<file path="src/rtl/mini_aes_mixcol_pkg.sv">
// Shared types and constants for the Mini-AES MixColumns engine.
// GF(2^4) arithmetic uses the reduction polynomial x^4+x+1.
package mini_aes_pkg;

  typedef logic [3:0] nibble_t;

  typedef enum logic [1:0] {
    IDLE = 2'd0,
    CALC = 2'd1,
    DONE = 2'd2
  } mixcol_state_e;

  localparam nibble_t    MIX_DIAG = 4'h3;
  localparam nibble_t    MIX_OFF  = 4'h2;
  localparam logic [4:0] GF_POLY  = 5'b10011;

  // Multiply by x, folding the overflow term back in with the low bits of the polynomial.
  function automatic nibble_t gf_xtime(input nibble_t v);
    gf_xtime = {v[2:0], 1'b0} ^ (v[3] ? GF_POLY[3:0] : 4'h0);
  endfunction

endpackage

</file>
<file path="src/rtl/mini_aes_mixcol_if.sv">
// Valid/ready stream carrying one 16-bit Mini-AES state.
interface mini_aes_mixcol_if;
  logic        valid;
  logic        ready;
  logic [15:0] data;

  modport master (output valid, output data, input ready);
  modport slave  (input valid, input data, output ready);
endinterface

</file>
<file path="src/rtl/mini_aes_mixcol_gf16_mul.sv">
// Combinational GF(2^4) multiplier, z = a * b mod x^4+x+1.
module gf16_mul
  import mini_aes_pkg::*;
(
  input  nibble_t a,
  input  nibble_t b,
  output nibble_t z
);

  nibble_t acc_s;
  nibble_t sh_s;

  // Shift-and-add: accumulate a*x^i for every set bit of b.
  always_comb begin
    acc_s = 4'h0;
    sh_s  = a;
    for (int i = 0; i < 4; i++) begin
      if (b[i]) begin
        acc_s = acc_s ^ sh_s;
      end else begin
        acc_s = acc_s;
      end
      sh_s = gf_xtime(sh_s);
    end
  end

  assign z = acc_s;

endmodule

</file>
<file path="src/rtl/mini_aes_mixcol.sv">
// Serial 2x2 MixColumns over GF(2^4): one result nibble per cycle from a
// single pair of multipliers, handed downstream over valid/ready.
module mini_aes_mixcol
  import mini_aes_pkg::*;
#(
  parameter nibble_t COEF_DIAG = MIX_DIAG,
  parameter nibble_t COEF_OFF  = MIX_OFF
) (
  input  logic                     clk,
  input  logic                     n_rst,
  mini_aes_mixcol_if.slave         in_if,
  mini_aes_mixcol_if.master        out_if,
  output logic                     busy
);

  mixcol_state_e state_r;
  mixcol_state_e state_next_s;
  logic [1:0]    cnt_r;
  nibble_t       opnd_r [4];
  nibble_t       res_r  [4];
  logic          out_valid_r;
  logic          accept_s;
  nibble_t       x_s;
  nibble_t       y_s;
  nibble_t       prod_diag_s;
  nibble_t       prod_off_s;
  nibble_t       b_s;

  assign accept_s = in_if.valid && (state_r == IDLE);

  // The column partner of element cnt is element cnt^1.
  assign x_s = opnd_r[cnt_r];
  assign y_s = opnd_r[cnt_r ^ 2'd1];

  gf16_mul u_mul_diag (.a(COEF_DIAG), .b(x_s), .z(prod_diag_s));
  gf16_mul u_mul_off  (.a(COEF_OFF),  .b(y_s), .z(prod_off_s));

  assign b_s = prod_diag_s ^ prod_off_s;

  // Next-state decode for the accept / compute / hand-off sequence.
  always_comb begin
    state_next_s = state_r;
    case (state_r)
      IDLE: begin
        if (accept_s) begin
          state_next_s = CALC;
        end else begin
          state_next_s = IDLE;
        end
      end
      CALC: begin
        if (cnt_r == 2'd3) begin
          state_next_s = DONE;
        end else begin
          state_next_s = CALC;
        end
      end
      DONE: begin
        if (out_if.ready) begin
          state_next_s = IDLE;
        end else begin
          state_next_s = DONE;
        end
      end
      default: state_next_s = IDLE;
    endcase
  end

  // State, counter, operand/result registers and the registered valid.
  always_ff @(posedge clk) begin
    if (!n_rst) begin
      state_r     <= IDLE;
      cnt_r       <= 2'd0;
      out_valid_r <= 1'b0;
      for (int i = 0; i < 4; i++) begin
        opnd_r[i] <= 4'h0;
        res_r[i]  <= 4'h0;
      end
    end else begin
      state_r     <= state_next_s;
      out_valid_r <= (state_next_s == DONE);
      case (state_r)
        IDLE: begin
          if (accept_s) begin
            opnd_r[0] <= in_if.data[15:12];
            opnd_r[1] <= in_if.data[11:8];
            opnd_r[2] <= in_if.data[7:4];
            opnd_r[3] <= in_if.data[3:0];
            for (int i = 0; i < 4; i++) begin
              res_r[i] <= 4'h0;
            end
            cnt_r <= 2'd0;
          end
        end
        CALC: begin
          res_r[cnt_r] <= b_s;
          cnt_r        <= cnt_r + 2'd1;
        end
        default: begin
          cnt_r <= cnt_r;
        end
      endcase
    end
  end

  assign out_if.valid = out_valid_r;
  assign out_if.data  = {res_r[0], res_r[1], res_r[2], res_r[3]};
  assign in_if.ready  = (state_r == IDLE);
  assign busy         = (state_r != IDLE);

endmodule

</file>
<file path="src/flat_wrapper.sv">
// flat-port wrapper written by rule: the top's interface ports become plain ports
module mini_aes_mixcol_flat import mini_aes_pkg::*;
#(
  parameter nibble_t COEF_DIAG = MIX_DIAG,
  parameter nibble_t COEF_OFF  = MIX_OFF
)
  (clk, n_rst, busy, in_if_valid, in_if_data, in_if_ready, out_if_valid, out_if_data, out_if_ready);
  mini_aes_mixcol_if in_if_i ();
  mini_aes_mixcol_if out_if_i ();
  input  logic clk;
  input  logic n_rst;
  output logic busy;
  input wire logic [$bits(in_if_i.valid)-1:0] in_if_valid;
  input wire logic [$bits(in_if_i.data)-1:0] in_if_data;
  output wire logic [$bits(in_if_i.ready)-1:0] in_if_ready;
  output wire logic [$bits(out_if_i.valid)-1:0] out_if_valid;
  output wire logic [$bits(out_if_i.data)-1:0] out_if_data;
  input wire logic [$bits(out_if_i.ready)-1:0] out_if_ready;
  assign in_if_i.valid = in_if_valid;
  assign in_if_i.data = in_if_data;
  assign in_if_ready = in_if_i.ready;
  assign out_if_valid = out_if_i.valid;
  assign out_if_data = out_if_i.data;
  assign out_if_i.ready = out_if_ready;
  mini_aes_mixcol #(.COEF_DIAG(COEF_DIAG), .COEF_OFF(COEF_OFF)) u_core (.clk(clk), .n_rst(n_rst), .in_if(in_if_i), .out_if(out_if_i), .busy(busy));
endmodule
</file>
<file path="config.mk">
export PLATFORM = sky130hd
export DESIGN_NAME = mini_aes_mixcol_flat
export DESIGN_NICKNAME = d
export VERILOG_FILES = /design/src/rtl/mini_aes_mixcol_pkg.sv /design/src/rtl/mini_aes_mixcol_if.sv /design/src/rtl/mini_aes_mixcol_gf16_mul.sv /design/src/rtl/mini_aes_mixcol.sv /design/src/flat_wrapper.sv
export SDC_FILE = /design/constraint.sdc
export NUM_CORES = 1
export LEC_CHECK = 0
export CELL_PAD_IN_SITES_DETAIL_PLACEMENT = 0
export CELL_PAD_IN_SITES_GLOBAL_PLACEMENT = 1
export CORE_UTILIZATION = 40
export CTS_CLUSTER_DIAMETER = 80
export DETAILED_ROUTE_END_ITERATION = 10
export PLACE_DENSITY = 0.87
export SYNTH_ARGS = -nofsm -noshare
export SYNTH_HDL_FRONTEND = slang
export SYNTH_SLANG_ARGS = --single-unit
export TNS_END_PERCENT = 10
</file>
<file path="constraint.sdc">
create_clock -name clk -period 2.68 [get_ports clk]
set_clock_uncertainty 0.15 [all_clocks]
set_input_delay 0.804 -clock clk [delete_from_list [all_inputs] [get_ports clk]]
set_output_delay 0.804 -clock clk [all_outputs]
set_load 0.01 [all_outputs]
</file>
-- Word level (Yosys, flattened, before mapping)
Memory sizes are Yosys's and may differ from the RTL's. A register that Yosys moved wholly into a read port is not among the register bits.
Cells that the tools add are included.
- register bits: 5
- memory bits (writable): 32
- output and inout port bits: 19
- word-level logic and storage cells: 68
- memories kept: 2
- add/subtract/negate cells: 1
- eq/ne operators: 5
- multiplexer cells: 35
- bitwise operators: 16
- reductions and logical operators: 6
- memories (memory ; depth ; bits a word ; rd ports ; clocked after memory_dff ; write ports ; RTL line ; source):
    u_core.opnd_r ; 4 ; 4 ; 2 ; 1 ; 4 ; mini_aes_mixcol.sv:19 ; nibble_t opnd_r [4];
    u_core.res_r ; 4 ; 4 ; 4 ; 0 ; 4 ; mini_aes_mixcol.sv:20 ; nibble_t res_r [4];
- operators by type and width (operator ; count):
    $mux 4 ; 12
    $mux 2 ; 9
    $mux 1 ; 10
    $or 1x1->1 ; 8
    $eq 2x2->1 const B ; 3
    $mux 3 ; 2
    $not 2->2 ; 3
    $pmux 2 s3 ; 1
    $pmux 2 s2 ; 1
    $reduce_bool 2->1 ; 2
    $reduce_or 4->1 ; 1
    $xor 4x4->4 ; 1
    $not 3->3 ; 1
    $add 2x1->2 const B ; 1
    $eq 2x1->1 const B ; 1
    $logic_not 2->1 ; 1
    $ne 2x1->1 const B ; 1
    $not 1->1 const A ; 2
    $reduce_and 2->1 ; 1
    $logic_and 1x1->1 ; 1
    $not 1->1 ; 1

-- Longest topological paths before layout
- depth after elaboration: 9
- mapped depth: 5
- gate-level depth less buffers: 4

-- Modules after synthesis
A second synthesis with hierarchy kept.
- cells, all modules: 201
- area total of the unflattened synthesis: 2289.7 sq um
- by module, submodules not included (module ; instances ; cells each ; area each (sq um) ; sequential area each (sq um)):
    mini_aes_mixcol ; 1 ; 131 ; 1775.5 ; 1101.1
    gf16_mul at u_core.u_mul_diag ; 1 ; 35 ; 260.2 ; 0.0
    gf16_mul at u_core.u_mul_off ; 1 ; 35 ; 254.0 ; 0.0

-- Worst setup path after synthesis
OpenSTA, ideal clock, no wires.
- kind: input-to-reg
- start: input n_rst
- end: memory u_core.opnd_r[0][0] in the netlist's numbering (enable)
- setup time: 330 ps
- data arrival time: 1733 ps
- data required time: 2200 ps
- path slack: 467 ps
- stages on the path: 3
- buffers on the path: 1
- path through: clkbuf_1 > a21boi_0 > inv_1
- RTL lines (item ; RTL line ; source):
    start, declared ; flat_wrapper.sv:11 ; input logic n_rst;
    end, declared ; mini_aes_mixcol.sv:19 ;

-- Worst setup path in the final report
- start: register u_core.state_r[1]
- end: output in_if_ready
- cells in the longest elaborated chain, start to end: 1
- RTL lines (item ; RTL line ; source):
    start, declared ; mini_aes_mixcol.sv:16 ; mixcol_state_e state_r;
    start signal, assigned ; mini_aes_mixcol.sv:80 ; state_r <= state_next_s;
    $logic_not 2->1 ; mini_aes_mixcol.sv:108 ; assign in_if.ready = (state_r == IDLE);
    end, declared ; flat_wrapper.sv:15 ; output wire logic [$bits(in_if_i.ready)-1:0] in_if_ready;
Every way passes these cells.

==> impl_metrics.tcl <==
set metrics [dict create \
    postSynthAreaPerCell_sq_um 14.5 \
    hp-class "reg -> reg" \
    cts_hold_buf 0 \
    ctsResizeCount 0 \
    synth-seq-area-share_pct 62.1 \
    worstPathBufferInverterCount 1 \
    ir_drop_mv 0.406 \
    ys_top_cells_by_area "edfxtp_1 54%, dfxtp_1 7.9%, mux4_2 6.4%" \
    cp_max_fo 6 \
    final_layout_size_suffix_gt1_share_pct 11.9 \
    final.min_clock_period_ns 2.46 \
    coreArea_sq_mm 0.00412 \
    synth.largest_area_cell "edfxtp_1" \
    path_clk_slew_ns 0.08 \
    ys_types 26 \
    drtIter0Drc 102 \
    worst-path-stages 2 \
    worst-r2r-cell-count 4 \
    crit_type "reg -> out" \
    via_per_inst 4.94 \
    htreeDepth 2 \
    post-cts-setup-buffers 0 \
    clockRootBuffer "clkbuf_8" \
    cts_tree "done" \
    multiInputGateArea_sq_um 641 \
    post-route-util_pct 56.8 \
    fp.dieArea_sq_mm 0.00470 \
    crit_family "buffers and inverters" \
    n_antenna_cell 0 \
    critPathLaunchType "register" \
    nNetsFinal 191 \
    final-hold-violation-count 0 \
    dp_hpwl_mm 2.29 \
    placed_cell_area_sq_mm 0.00223 \
    io_pins 39 \
    required_ns 1.73 \
    antenna_found_initial 0 \
    rsz0062_at_grt "no" \
    fmax_mhz 407 \
    slew-limit-headroom_pct 52.2 \
    fin_crit_sh_pct 91.8 \
    cp_cell_sequence "nor2_1 -> clkdlybuf4s50_1" \
    numPortBuffers 38 \
    synth_fp_nets 146 \
    holdPathStages 1 \
    cp.arrival_ns 1.51 \
    cts_made_buffers 5 \
    maxCapViolCount 0 \
    status "finished, final reports clean" \
    rows 23 \
    grt_pass1_vias 1080 \
    firstDrtPassIters 4 \
    die_w_um 68.6 \
    wl_per_cell_um 13.3 \
    max_stage_delay_ns 0.59 \
    critical_path.endpoint_type "output pin" \
    grt_max_degree 17 \
    synth_warnings 0 \
    r2r_setup_slack_ns 0.41 \
    slew_viol_final 0 \
    clk_latency_ns 0.30 \
    start_util_pct 43.1 \
    setup_viol 0 \
    die_y_um 68.6 \
    grt_pass1_wl_mm 4.87 \
    design_area_sq_mm 0.00234 \
    seqCellArea_sq_mm 0.00110 \
    grt.overflow.total 0 \
    fillers 329 \
    cp_slowest_cell "clkdlybuf4s50_1" \
    routed_wl_mm 2.90 \
    syn-cell-area_sq_mm 0.00177 \
    ant_nets 0 \
    cts_buffer_depth 2 \
    max_slew.worst_pin.slew_ns 0.710 \
    syn_inst 122 \
    cts_num_sinks 39 \
    area_delta_synth_final_pct 31.9 \
    gp_congestion 0.775 \
    synth_top_area_share_pct 54.2 \
    p_leak_nw 0.890 \
    vias 1077 \
    ys_seq_elements 39 \
    groute.usage.overall_pct 15.2 \
    drc 0 \
    p_per_area_mw_per_mm2 622 \
]
worst reg2reg max path: cells and delay by family (launching register included):
| kind | cells | cell delay, ns |
|---|---|---|
| muxes | 1 | 0.57 |
| xor gates and xnor gates | 2 | 0.76 |
| and+or+nand+nor | 1 | 0.08 |
| DFF | 1 | 0.47 |
path summary, 6_finish.rpt:
| path | from | endpoint |
|---|---|---|
| min | u_core.state_r[1]$_SDFF_PN0_ | u_core.state_r[0]$_SDFF_PN0_ |
| min reg2reg | u_core.state_r[1]$_SDFF_PN0_ | u_core.state_r[0]$_SDFF_PN0_ |
| max | u_core.state_r[1]$_SDFF_PN0_ | in_if_ready |
| max reg2reg | register | u_core.res_r[1][1]$_SDFFCE_PN0P_ |
cell usage after synthesis:
cell and n:
or2_2 1, nand3_1 4, a21boi_0 2, xnor2_4 1
ha_1 4, mux4_1 3, nor3b_1 1, mux4_2 5
nor2b_1 3, xnor3_2 1, nand2_1 5, edfxtp_1 32
inv_1 5, nor2_1 19, xnor2_1 2, and2_1 16
a22oi_1 1, xor2_1 2, clkbuf_1 2, buf_2 1
o21ai_0 1, o311a_1 1, dfxtp_1 7, and3_1 1
xnor2_2 1, mux2i_1 1
layout by cell type (no fill, tap or decap), types with 2 or more instances in the layout:
| master | Yosys | routed |
|---|---|---|
| clkdlybuf4s50_1 | 0 | 38 |
| dfxtp_1 | 7 | 7 |
| mux4_1 | 3 | 3 |
| xor2_1 | 2 | 2 |
| clkbuf_8 | 0 | 5 |
| nor2b_1 | 3 | 3 |
| nand2_1 | 5 | 5 |
| edfxtp_1 | 32 | 32 |
| nor2_1 | 19 | 19 |
| ha_1 | 4 | 4 |
| xnor2_1 | 2 | 2 |
| inv_1 | 5 | 5 |
| buf_4 | 0 | 3 |
| and2_1 | 16 | 16 |
| nand3_1 | 4 | 4 |
| mux4_2 | 5 | 5 |
| a21boi_0 | 2 | 2 |
flip-flops by register name, summed over array words and instances, names as in the netlist, named ones only:
register	cells
u_core.res_r	16
u_core.out_if.valid	1
u_core.opnd_r	16
u_core.state_r	2
u_core.cnt_r	2
per-stage QoR:
| step | std cells | setup WS [ns] | power (W) | hold slack, ns | setup TNS [ns] |
|---|---|---|---|---|---|
| after floorplan | 122 | 0.467 | 0.000885 | 0.331 | 0 |
| after global placement | 210 | 0.0323 | 0.000979 | 0.371 | 0 |
| after detailed placement | 210 | -0.0147 | 0.000991 | 0.378 | -0.0585 |
| after CTS | 218 | 0.224 | 0.00147 | 0.407 | 0 |
| after global routing | 218 | 0.143 | 0.00152 | 0.453 | 0 |
| final | 218 | 0.221 | 0.00145 | 0.420 | 0 |
layout make-up:
type,instances,area share (%)
Inverter,5,0.803
Timing Repair Buffer,41,17.2
Clock buffer,5,2.94
Sequential cell,39,47.1
Clock inverter,3,1.87
Multi-Input combinational cell,75,27.4
Tap cell,50,2.68
power breakdown:
part | internal, W | total [W] | leakage [nW] | switching (W)
registers | 0.000701 | 0.000724 | 0.404 | 0.0000228
logic | 0.000137 | 0.000248 | 0.428 | 0.000110
clock network | 0.000277 | 0.000483 | 0.0581 | 0.000206
per-layer routing:
metal | track usage, % | up-vias | share of wire [%]
met5 | 0 | - | 0
met3 | 5.43 | 7 | 4.8
met1 | 14.4 | 511 | 40
li1 | - | 524 | -
met2 | 28.3 | 35 | 53
met4 | 8.33 | 0 | 1.9
cell families after synthesis:
family,share of synthesized area [%]
xor+xnor,5.79
fa+ha+maj,2.82
flops,62.1
buf+inv,1.76
simple gates,14.0
compound gates,2.12
mux,11.4
Note: power is estimated with default switching activity, not from simulation.
